===== src/rtl/alu_arb_pkg.sv =====
// Shared types and constants for the two-port ALU arbiter.
// Latency: n/a (definitions only).
// Backpressure: n/a (definitions only).
package alu_arb_pkg;

    localparam int DEF_WIDTH = 32;
    localparam int DEF_OPW   = 4;

    typedef enum logic [1:0] {
        IDLE = 2'd0,
        EXEC = 2'd1,
        DONE = 2'd2
    } state_t;

    localparam logic [3:0] OP_ADD  = 4'b0000;
    localparam logic [3:0] OP_SUB  = 4'b0001;
    localparam logic [3:0] OP_SLT  = 4'b0010;
    localparam logic [3:0] OP_SLTU = 4'b0011;
    localparam logic [3:0] OP_AND  = 4'b0100;
    localparam logic [3:0] OP_OR   = 4'b0101;
    localparam logic [3:0] OP_XOR  = 4'b0110;
    localparam logic [3:0] OP_SLL  = 4'b0111;
    localparam logic [3:0] OP_SRL  = 4'b1000;
    localparam logic [3:0] OP_SRA  = 4'b1001;
    localparam logic [3:0] OP_PASB = 4'b1010;
    localparam logic [3:0] OP_LUI  = 4'b1011;

endpackage


===== src/rtl/rr_pick.sv =====
// Two-way winner selection: one-hot grant from requests and last-served pointer.
// Latency: combinational.
// Backpressure: none; a tie goes to the port not served last.
module rr_pick (
    input  logic [1:0] req,
    input  logic       last,
    output logic [1:0] win
);

    always_comb begin
        win = 2'b00;
        if (req == 2'b11) begin
            win = last ? 2'b01 : 2'b10;
        end else begin
            win = req;
        end
    end

endmodule


===== src/rtl/alu_arbiter.sv =====
// Arbitrates two requesters onto one external ALU; ALU_ARB_FIXED_PRIO_EN makes port 0 win ties.
// Latency: req in cycle N -> gnt N+1..N+2, done/result in N+2; one operation per 3 cycles.
// Backpressure: requesters hold req and operands until their done pulse.
module alu_arbiter
    import alu_arb_pkg::*;
#(
    parameter int WIDTH = DEF_WIDTH,
    parameter int OPW   = DEF_OPW
) (
    input  logic             clk,
    input  logic             rst,
    input  logic             req0,
    input  logic [WIDTH-1:0] a0,
    input  logic [WIDTH-1:0] b0,
    input  logic [OPW-1:0]   op0,
    input  logic             req1,
    input  logic [WIDTH-1:0] a1,
    input  logic [WIDTH-1:0] b1,
    input  logic [OPW-1:0]   op1,
    output logic             gnt0,
    output logic             gnt1,
    output logic             done0,
    output logic             done1,
    output logic [WIDTH-1:0] result,
    output logic [WIDTH-1:0] alu_a,
    output logic [WIDTH-1:0] alu_b,
    output logic [OPW-1:0]   alu_op,
    input  logic [WIDTH-1:0] alu_result
);

    state_t     state, state_nxt;
    logic [1:0] win;
    logic       last;
    logic       load_op, load_res, clr;

    rr_pick u_pick (
        .req  ({req1, req0}),
        .last (last),
        .win  (win)
    );

`ifdef ALU_ARB_FIXED_PRIO_EN
    // Pretending port 1 was always served last makes every tie go to port 0.
    assign last = 1'b1;
`else
    always_ff @(posedge clk or posedge rst) begin
        if (rst) begin
            last <= 1'b1;
        end else if (load_op) begin
            last <= win[1];
        end
    end
`endif

    always_ff @(posedge clk or posedge rst) begin
        if (rst) begin
            state <= IDLE;
        end else begin
            state <= state_nxt;
        end
    end

    always_comb begin
        state_nxt = state;
        load_op   = 1'b0;
        load_res  = 1'b0;
        clr       = 1'b0;
        case (state)
            IDLE: begin
                if (req0 || req1) begin
                    state_nxt = EXEC;
                    load_op   = 1'b1;
                end
            end
            EXEC: begin
                state_nxt = DONE;
                load_res  = 1'b1;
            end
            DONE: begin
                state_nxt = IDLE;
                clr       = 1'b1;
            end
            default: state_nxt = IDLE;
        endcase
    end

    // done mirrors the grant so it can only ever pulse for the owning port.
    always_ff @(posedge clk or posedge rst) begin
        if (rst) begin
            gnt0   <= 1'b0;
            gnt1   <= 1'b0;
            done0  <= 1'b0;
            done1  <= 1'b0;
            result <= '0;
            alu_a  <= '0;
            alu_b  <= '0;
            alu_op <= '0;
        end else begin
            if (load_op) begin
                gnt0   <= win[0];
                gnt1   <= win[1];
                alu_a  <= win[1] ? a1  : a0;
                alu_b  <= win[1] ? b1  : b0;
                alu_op <= win[1] ? op1 : op0;
            end
            if (load_res) begin
                result <= alu_result;
                done0  <= gnt0;
                done1  <= gnt1;
            end
            if (clr) begin
                gnt0  <= 1'b0;
                gnt1  <= 1'b0;
                done0 <= 1'b0;
                done1 <= 1'b0;
            end
        end
    end

endmodule


===== config.mk =====
export PLATFORM = sky130hd
export DESIGN_NAME = alu_arbiter
export DESIGN_NICKNAME = d
export VERILOG_FILES = /design/src/rtl/alu_arb_pkg.sv /design/src/rtl/rr_pick.sv /design/src/rtl/alu_arbiter.sv
export SDC_FILE = /design/constraint.sdc
export NUM_CORES = 1
export LEC_CHECK = 0
export BUFFER_PORTS_ARGS = -buffer_cell sky130_fd_sc_hd__buf_2
export CAP_MARGIN = 5
export CORE_MARGIN = 8
export CORE_UTILIZATION = 45
export DETAILED_ROUTE_END_ITERATION = 8
export HOLD_SLACK_MARGIN = 0.08
export PLACE_DENSITY = 0.92
export REMOVE_ABC_BUFFERS = 1
export SETUP_SLACK_MARGIN = 0.4
export SLEW_MARGIN = 30
export SYNTH_ARGS = -nofsm -noshare
export SYNTH_HDL_FRONTEND = slang
export SYNTH_SLANG_ARGS = --single-unit
export TNS_END_PERCENT = 5

===== constraint.sdc =====
create_clock -name clk -period 6.9 [get_ports clk]
set_input_delay 2.07 -clock clk [delete_from_list [all_inputs] [get_ports clk]]
set_output_delay 2.07 -clock clk [all_outputs]
set_load 0.005 [all_outputs]

-- Yosys cells after proc, flatten, opt, wreduce, memory -nomap -nowiden
Cells that the tools add are included.
- register bits: 107
- equal/unequal tests: 4
- reductions and logical operators: 4
- multiplexer cells: 19
- operators by type and width (operator ; count):
    2-to-1 mux 32 bit ; 2
    2-to-1 mux 1 bit ; 12
    2-to-1 mux 2 bit ; 3
    equality test 2 bit (second input constant) ; 2
    2-to-1 mux 4 bit ; 1
    one-hot mux 2 bit (2 select lines) ; 1
    nonzero test 2 bit ; 2
    equality test 2 x 1 -> 1 bit (second input constant) ; 1
    zero test 2 bit ; 1
    != test 2 bit (second input constant) ; 1
    logical OR 1 bit ; 1

-- Depth between registers and ports, before layout
Gate-level depths: netlist (run 1).
- word-level depth: 5
- mapped depth: 9
- mapped depth without buffers: 5

-- Modules after synthesis
Synthesis (run 1) repeated with hierarchy kept, for this count alone.
- cell total of the unflattened synthesis: 320
- area, all modules: 5396.4 µm²
- by module, submodules not included (module ; cells an instance ; area each (µm²) ; times used ; seq. area each (µm²)):
    alu_arbiter ; 317 ; 5377.7 ; 1 ; 2678.8
    rr_pick ; 3 ; 18.8 ; 1 ; 0.0

-- Worst setup path after synthesis (run 1)
OpenSTA, ideal clock, no wires.
- path kind: input to register
- start point: input req0
- end point: register alu_a[9]
- arrival: 2920 ps
- cell stages on the path: 7
- slack: 3858 ps
- path through: buf_2 a21bo_2 buf_2 buf_4 buf_6 nand2_1 a21oi_1
- word-level cells in the longest chain between the ends: 3
- elaborated cells between the ends (all ways): 6
- ends and longest elaborated chain (element ; RTL line ; source):
    start, declared ; alu_arbiter.sv:12 ; input logic req0,
    equality test 2 bit / logical OR 1 bit (equally long branches) ; rr_pick.sv:12, alu_arbiter.sv:70 ;
    2-to-1 mux 2 bit / 2-to-1 mux 1 bit (equally long branches) ; rr_pick.sv:12, alu_arbiter.sv:70 ;
    2-to-1 mux 32 bit / 2-to-1 mux 1 bit (equally long branches) ; alu_arbiter.sv:102, alu_arbiter.sv:68 ;
    end signal, assigned ; alu_arbiter.sv:102 ; alu_a <= win[1] ? a1 : a0;
    end, declared ; alu_arbiter.sv:25 ; output logic [WIDTH-1:0] alu_a,
Several ways; a longest one is shown, not always the timed one.
A chain may end at the register's enable or synchronous reset.

-- Worst setup path in the final report (run 1)
- start point: input req1
- end point: register alu_b[23]
- word-level cells in the longest chain between the ends: 3
- elaborated cells between the ends (all ways): 6
- ends and longest elaborated chain (element ; RTL line ; source):
    start, declared ; alu_arbiter.sv:16 ; input logic req1,
    equality test 2 bit / logical OR 1 bit (equally long branches) ; rr_pick.sv:12, alu_arbiter.sv:70 ;
    2-to-1 mux 2 bit / 2-to-1 mux 1 bit (equally long branches) ; rr_pick.sv:12, alu_arbiter.sv:70 ;
    2-to-1 mux 32 bit / 2-to-1 mux 1 bit (equally long branches) ; alu_arbiter.sv:103, alu_arbiter.sv:68 ;
    end signal, assigned ; alu_arbiter.sv:103 ; alu_b <= win[1] ? b1 : b0;
    end, declared ; alu_arbiter.sv:26 ; output logic [WIDTH-1:0] alu_b,
Several ways; a longest one is shown, not always the timed one.

==> impl_results.md, run 1 <==
* Status: finished clean
* Syn Inst Count at roughly 470
* GPL Wtd Cong at about 0.76
* Detailed-route vias per instance at 5.13
* Core area at roughly 0.010 mm2
* Reg area at between 0.002 and 0.003 mm2
* Final setup margin at approximately 3400 ps
* Synthesized flop and latch total at 107
* Number of remaining DRC errors at 0
* DR pass1 iterations at 5
* Met2 WL at 7.54 mm
* I/O pin count at between 200 and 300
* Top_reg_cell synth: dfrtp_1
* Final #Nets at about 900
* Post-synth top area share at 0.574
* Largest area contributor in the netlist: dfrtp_1
* Worst-path fanout max at 45
* Placed Area at just over 0.006 mm2
* Pwr dens at ~440 mW/mm2
* Detail Route met3 WL at about 1.5 mm
* Largest cells by area after synthesis: dfrtp_1 57%, a21oi_1 15%, mux2_2 7.6%
* Most used cell along the critical path: a21oi_1
* Htree depth at 3
* Number of non-filler instances in the completed layout at a little under 900
* Max clock buf depth at 2
* DR vias at 4472
* Site row count at 37
* Largest net degree at the start of global routing at 70
* Crit share post-route at 0.514
* Setup_tns at 0 ps
* Lkg Pwr at 3.17 nW
* Die Wd at ~120 um
* Unrepaired setup endpoints after global routing: false
* Post CTS Setup Buffer Count at 0
* Drt wl/cell at approximately 18 um
* Worst EP arrival at between 3000 and 4000 ps
* Design area at approximately 0.0062 mm2
* Clock transition at path regs at 110 ps
* Worst VDD drop at between 0.3 and 0.4 mV
* Min Tclk post-route at 3550 ps
* CP Class: in -> reg
* Max Cap Viol at 0
* Initial antenna violation count at 0
* First-pass GRT wire length at approximately 25 mm
* Slew Limit Fails at 0
* Critical Path End Type: register
* Slew at the pin closest to its max-slew limit at around 770 ps
* Crit-path cells: buf_2 > a21boi_4 > buf_4 > a21oi_1 > a21oi_1
* Number of global-route vias before repair at 4762
* Post-Route Utilization at 0.616
* Iter 0 DRT Violations at 343
* Yosys cell types at 23
* Clock root cell: clkbuf_8
* Slowest stage delay, CP at 670 ps
* Clock Sinks at 107
* Initial core utilization at 0.456
* Total CTS buffers at 9
* Count leader, synth: a21oi_1
* Number of flops mapped to enable cells by yosys at 0
* Mapped Area at around 0.0046 mm2
* Pre-CTS setup slack at around 3000 ps
* Synth cell count leaders: 137 x a21oi_1, 106 x dfrtp_1, 71 x nor2_1
* HP Class: reg -> reg
* Die area at roughly 0.014 mm2
* # resized after CTS at 0
* Critical Path RT at around 7200 ps
* Post-Route WL at 15.3 mm
* Port Buf Inserts at between 200 and 300
* DP Cell Count at 855
* Max Used Layer: met4
* Fillers at about 870
* Fmax at ~280 MHz
* Die H at 117 um
* Detail Route Antenna Nets at 0
* Fin. Hold Viols at 0
* Synth async-reset ratio at 1.00
* Final Skew at roughly 16 ps
* Hold_buf cts at 0
* Layout cells sized above 1 at 0.454
* GRT Total Usage at 0.220
* Slowest cell on crit path: a21boi_4
* Multi-input logic area at 0.00174 mm2
* Synthesis Warnings at 0
* Final setup fails at 0
* Average size of a mapped cell at between 9 and 10 um2
* Sequential area share after synthesis at 0.580
* Crit start category: input pin
* Area grow syn2layout at 35.3%
* Detailed Place HPWL at about 12 mm
* Clock Latency Late Sink at approximately 360 ps
* ANT cells at 0
* TritonCTS clock tree: yes
* Slew headroom at 0.485
* Gr ovfl total at 0
* M1 WL at slightly below 6 mm
final cells by class:
cell class | instances | area share
Sequential cell | 107 | 0.429
Tap cell | 136 | 0.0272
Timing Repair Buffer | 281 | 0.227
Clock buffer | 9 | 0.0198
Inverter | 5 | 0.00340
Clock inverter | 7 | 0.0148
Multi-Input combinational cell | 326 | 0.279
per-layer routing:
layer / vias to the layer above / GRT usage
met4: 0 / 0.0730
met2: 252 / 0.372
met1: 2108 / 0.253
li1: 2091 / -
met5: - / 0
met3: 21 / 0.0806
path summary, 6_finish.rpt:
check                      slack, ps  startpoint  depth (start not counted)          to
max reg2reg                     4760    state[0]                          6        gnt0
min reg2reg                      490  result[25]                          1  result[25]
min                              490  result[25]                          1  result[25]
max                             3350        req1                          5   alu_b[23]
min in group asynchronous       1760         rst                          2    alu_a[7]
max in group asynchronous       3950         rst                          3       done0
power by group:
| group | internal [mW] | switching [mW] | leakage (nW) |
|---|---|---|---|
| Combinational | 0.560 | 0.666 | 1.84 |
| Sequential | 0.948 | 0.168 | 1.22 |
| Clock | 0.178 | 0.229 | 0.109 |
state kept, by name, indices dropped and copies added (netlist names):
| signal | count |
|---|---|
| alu_a | 32 |
| alu_b | 32 |
| alu_op | 4 |
| done0 | 1 |
| done1 | 1 |
| gnt0 | 1 |
| gnt1 | 1 |
| last | 1 |
| result | 32 |
| state | 2 |
worst max-delay path, delay by kind of cell:
| kind | cells | cell delay (ps) |
|---|---|---|
| buffers and inverters | 2 | 720 |
| AO/OA/AOI/OAI | 3 | 1010 |
per-stage QoR:
stage	total power [mW]	hold slack, ps
global route	2.97	519
detailed placement	2.37	475
global placement	2.31	466
floorplan	1.78	483
CTS	2.78	499
finish	2.75	492
placed cells by master (no fill, tap or decap), types with 2 or more instances in the layout:
master	count
nor2_1	71
a21oi_1	137
buf_4	6
nand3b_1	2
nand2_1	69
clkbuf_8	9
mux2_2	31
inv_1	4
buf_2	275
o21ai_0	2
inv_6	3
ha_1	4
mux2_1	2
dfrtp_1	106
cell families (layout without fill, tap and decap cells):
group | count (synthesis) | in the layout | share of synthesized area
DFF | 107 | 107 | 0.580
adders and majority gates | 4 | 4 | 0.0108
AOI/OAI and AO/OA | 147 | 147 | 0.165
buffers and inverters | 41 | 302 | 0.0466
and+or+nand+nor | 142 | 142 | 0.117
muxes | 33 | 33 | 0.0805
No activity file was read; power rests on OpenSTA's default activity.
==> run 2, diff against run 1 <==
--- a/config.mk
+++ b/config.mk
@@ -8,10 +8,10 @@
 export BUFFER_PORTS_ARGS = -buffer_cell sky130_fd_sc_hd__buf_2
 export CAP_MARGIN = 5
 export CORE_MARGIN = 8
-export CORE_UTILIZATION = 45
+export CORE_UTILIZATION = 39
 export DETAILED_ROUTE_END_ITERATION = 8
 export HOLD_SLACK_MARGIN = 0.08
-export PLACE_DENSITY = 0.92
+export PLACE_DENSITY = 0.85
 export REMOVE_ABC_BUFFERS = 1
 export SETUP_SLACK_MARGIN = 0.4
 export SLEW_MARGIN = 30
==> constraint.sdc (replaced) <==
create_clock -name clk -period 3.2 [get_ports clk]
set_input_delay 0.96 -clock clk [delete_from_list [all_inputs] [get_ports clk]]
set_output_delay 0.96 -clock clk [all_outputs]
set_load 0.005 [all_outputs]
==> impl_results.md, run 2 (synthesis gave the netlist of run 1 again) <==
* Status: finished clean
* Initial antenna violation count at 0
* Unrepaired setup endpoints after global routing: false
* Max clock buf depth at 2
* Final setup fails at 0
* Slew at the pin closest to its max-slew limit at 563 ps
* First-pass GRT wire length at 23.7 mm
* Commonest cells after routing, fill and taps aside: 275 x buf_2, 137 x a21oi_1, 106 x dfrtp_1
* Fmax at ~500 MHz
* Lkg Pwr at approximately 3.2 nW
* Layout cells sized above 1 at 0.455
* Worst VDD drop at just under 0.6 mV
* Die H at approximately 120 um
* ANT cells at 0
* Worst-path fanout max at 24
* Post CTS Setup Buffer Count at 0
* I/O pin count at around 280
* Largest net degree at the start of global routing at around 110
* TritonCTS clock tree: yes
* Iter 0 DRT Violations at 248
* Number of remaining DRC errors at 0
* Initial core utilization at 0.403
* Clock transition at path regs at ~70 ps
* Regs by FF count: alu_a: 32 flops, alu_b: 32 flops, result: 32 flops
* Slew headroom at 0.625
* Gr ovfl total at 0
* HP Class: reg -> reg
* Post-Route Utilization at 0.558
* Min Tclk post-route at ~2000 ps
* Crit start category: register
* Pre-CTS setup slack at roughly 950 ps
* Htree depth at 3
* Area grow syn2layout at 38.7%
* Final setup margin at 1190 ps
* Clock Latency Late Sink at 340 ps
* CP Class: reg -> reg
* Total CTS buffers at 9
* Detail Route Antenna Nets at 0
* Site row count at 39
* Cells on worst reg2reg path at 6
* Setup_tns at 0 ps
* Post-Route WL at approximately 15 mm
* Critical Path End Type: register
* Port Buf Inserts at 275
* Worst EP arrival at 2270 ps
* Pwr dens at between 900 and 1000 mW/mm2
* Clock root cell: clkbuf_16
* Critical Path RT at 3460 ps
* Clock Sinks at 107
* GPL Wtd Cong at ~0.8
* Detailed-route vias per instance at 4.95
* GRT Total Usage at 0.185
* Final #Nets at between 900 and 1000
* Hold Path Depth at 1
* Die Wd at ~120 um
* DR vias at 4363
* Detailed Place HPWL at 11.4 mm
* # resized after CTS at 0
* Fin. Hold Viols at 0
* Drt wl/cell at 16.8 um
* Hold_buf cts at 0
* Max Cap Viol at 0
* Final Skew at between 6 and 7 ps
* Die area at roughly 0.016 mm2
* DR pass1 iterations at 4
* Commonest non-fill, non-tap cell in the layout: buf_2
* Number of global-route vias before repair at about 4700
* Crit share post-route at 0.628
* Core area at 0.0115 mm2
* Slew Limit Fails at 0
-- run 2: critical path, cell delays in order, from the launching register on --
cell and delay [ps]:
dfrtp_1 400, inv_1 110, ha_1 360, o21a_2 440, buf_4 390, nor2_1 70
a21oi_1 140
-- run 2: report_power, final --
part | total (mW) | internal (mW) | switching, mW
registers | 2.41 | 2.05 | 0.359
logic | 2.62 | 1.22 | 1.40
clock network | 1.19 | 0.708 | 0.477
-- run 2: layer usage --
layer	GRT usage	routed length [um]	up-vias
met3	0.0894	1580	11
met5	0	0	-
li1	-	-	2102
met2	0.316	7320	211
met4	0.0455	146	0
met1	0.202	5790	2039
-- run 2: layout make-up --
type | instances | area [um2]
multi-input cells | 326 | 1740
clock buffers | 12 | 246
repair buffers | 285 | 1460
fillers | 1040 | 5060
flip-flops and latches | 107 | 2680
clock inverters | 4 | 73.8
well taps | 143 | 179
inverters | 5 | 21.3
-- run 2: path summary, 6_finish.rpt --
kind	start	to	slack, ps
max	state[0]	alu_b[28]	1190
min	result[26]	result[26]	480
max reg2reg	state[0]	alu_b[28]	1190
min reg2reg	result[26]	result[26]	480
max in group asynchronous	rst	alu_b[2]	2010
min in group asynchronous	rst	result[2]	750
-- run 2: stage by stage --
stage               std cells  total power [mW]  hold slack [ps]  cell area (um2)
detailed placement        866              5.09              471             6080
finish                    882              6.21              482             6400
floorplan                 438              3.83              483             4420
CTS                       882              6.29              486             6400
global route              882              6.70              498             6400
global placement          866              4.99              464             6080
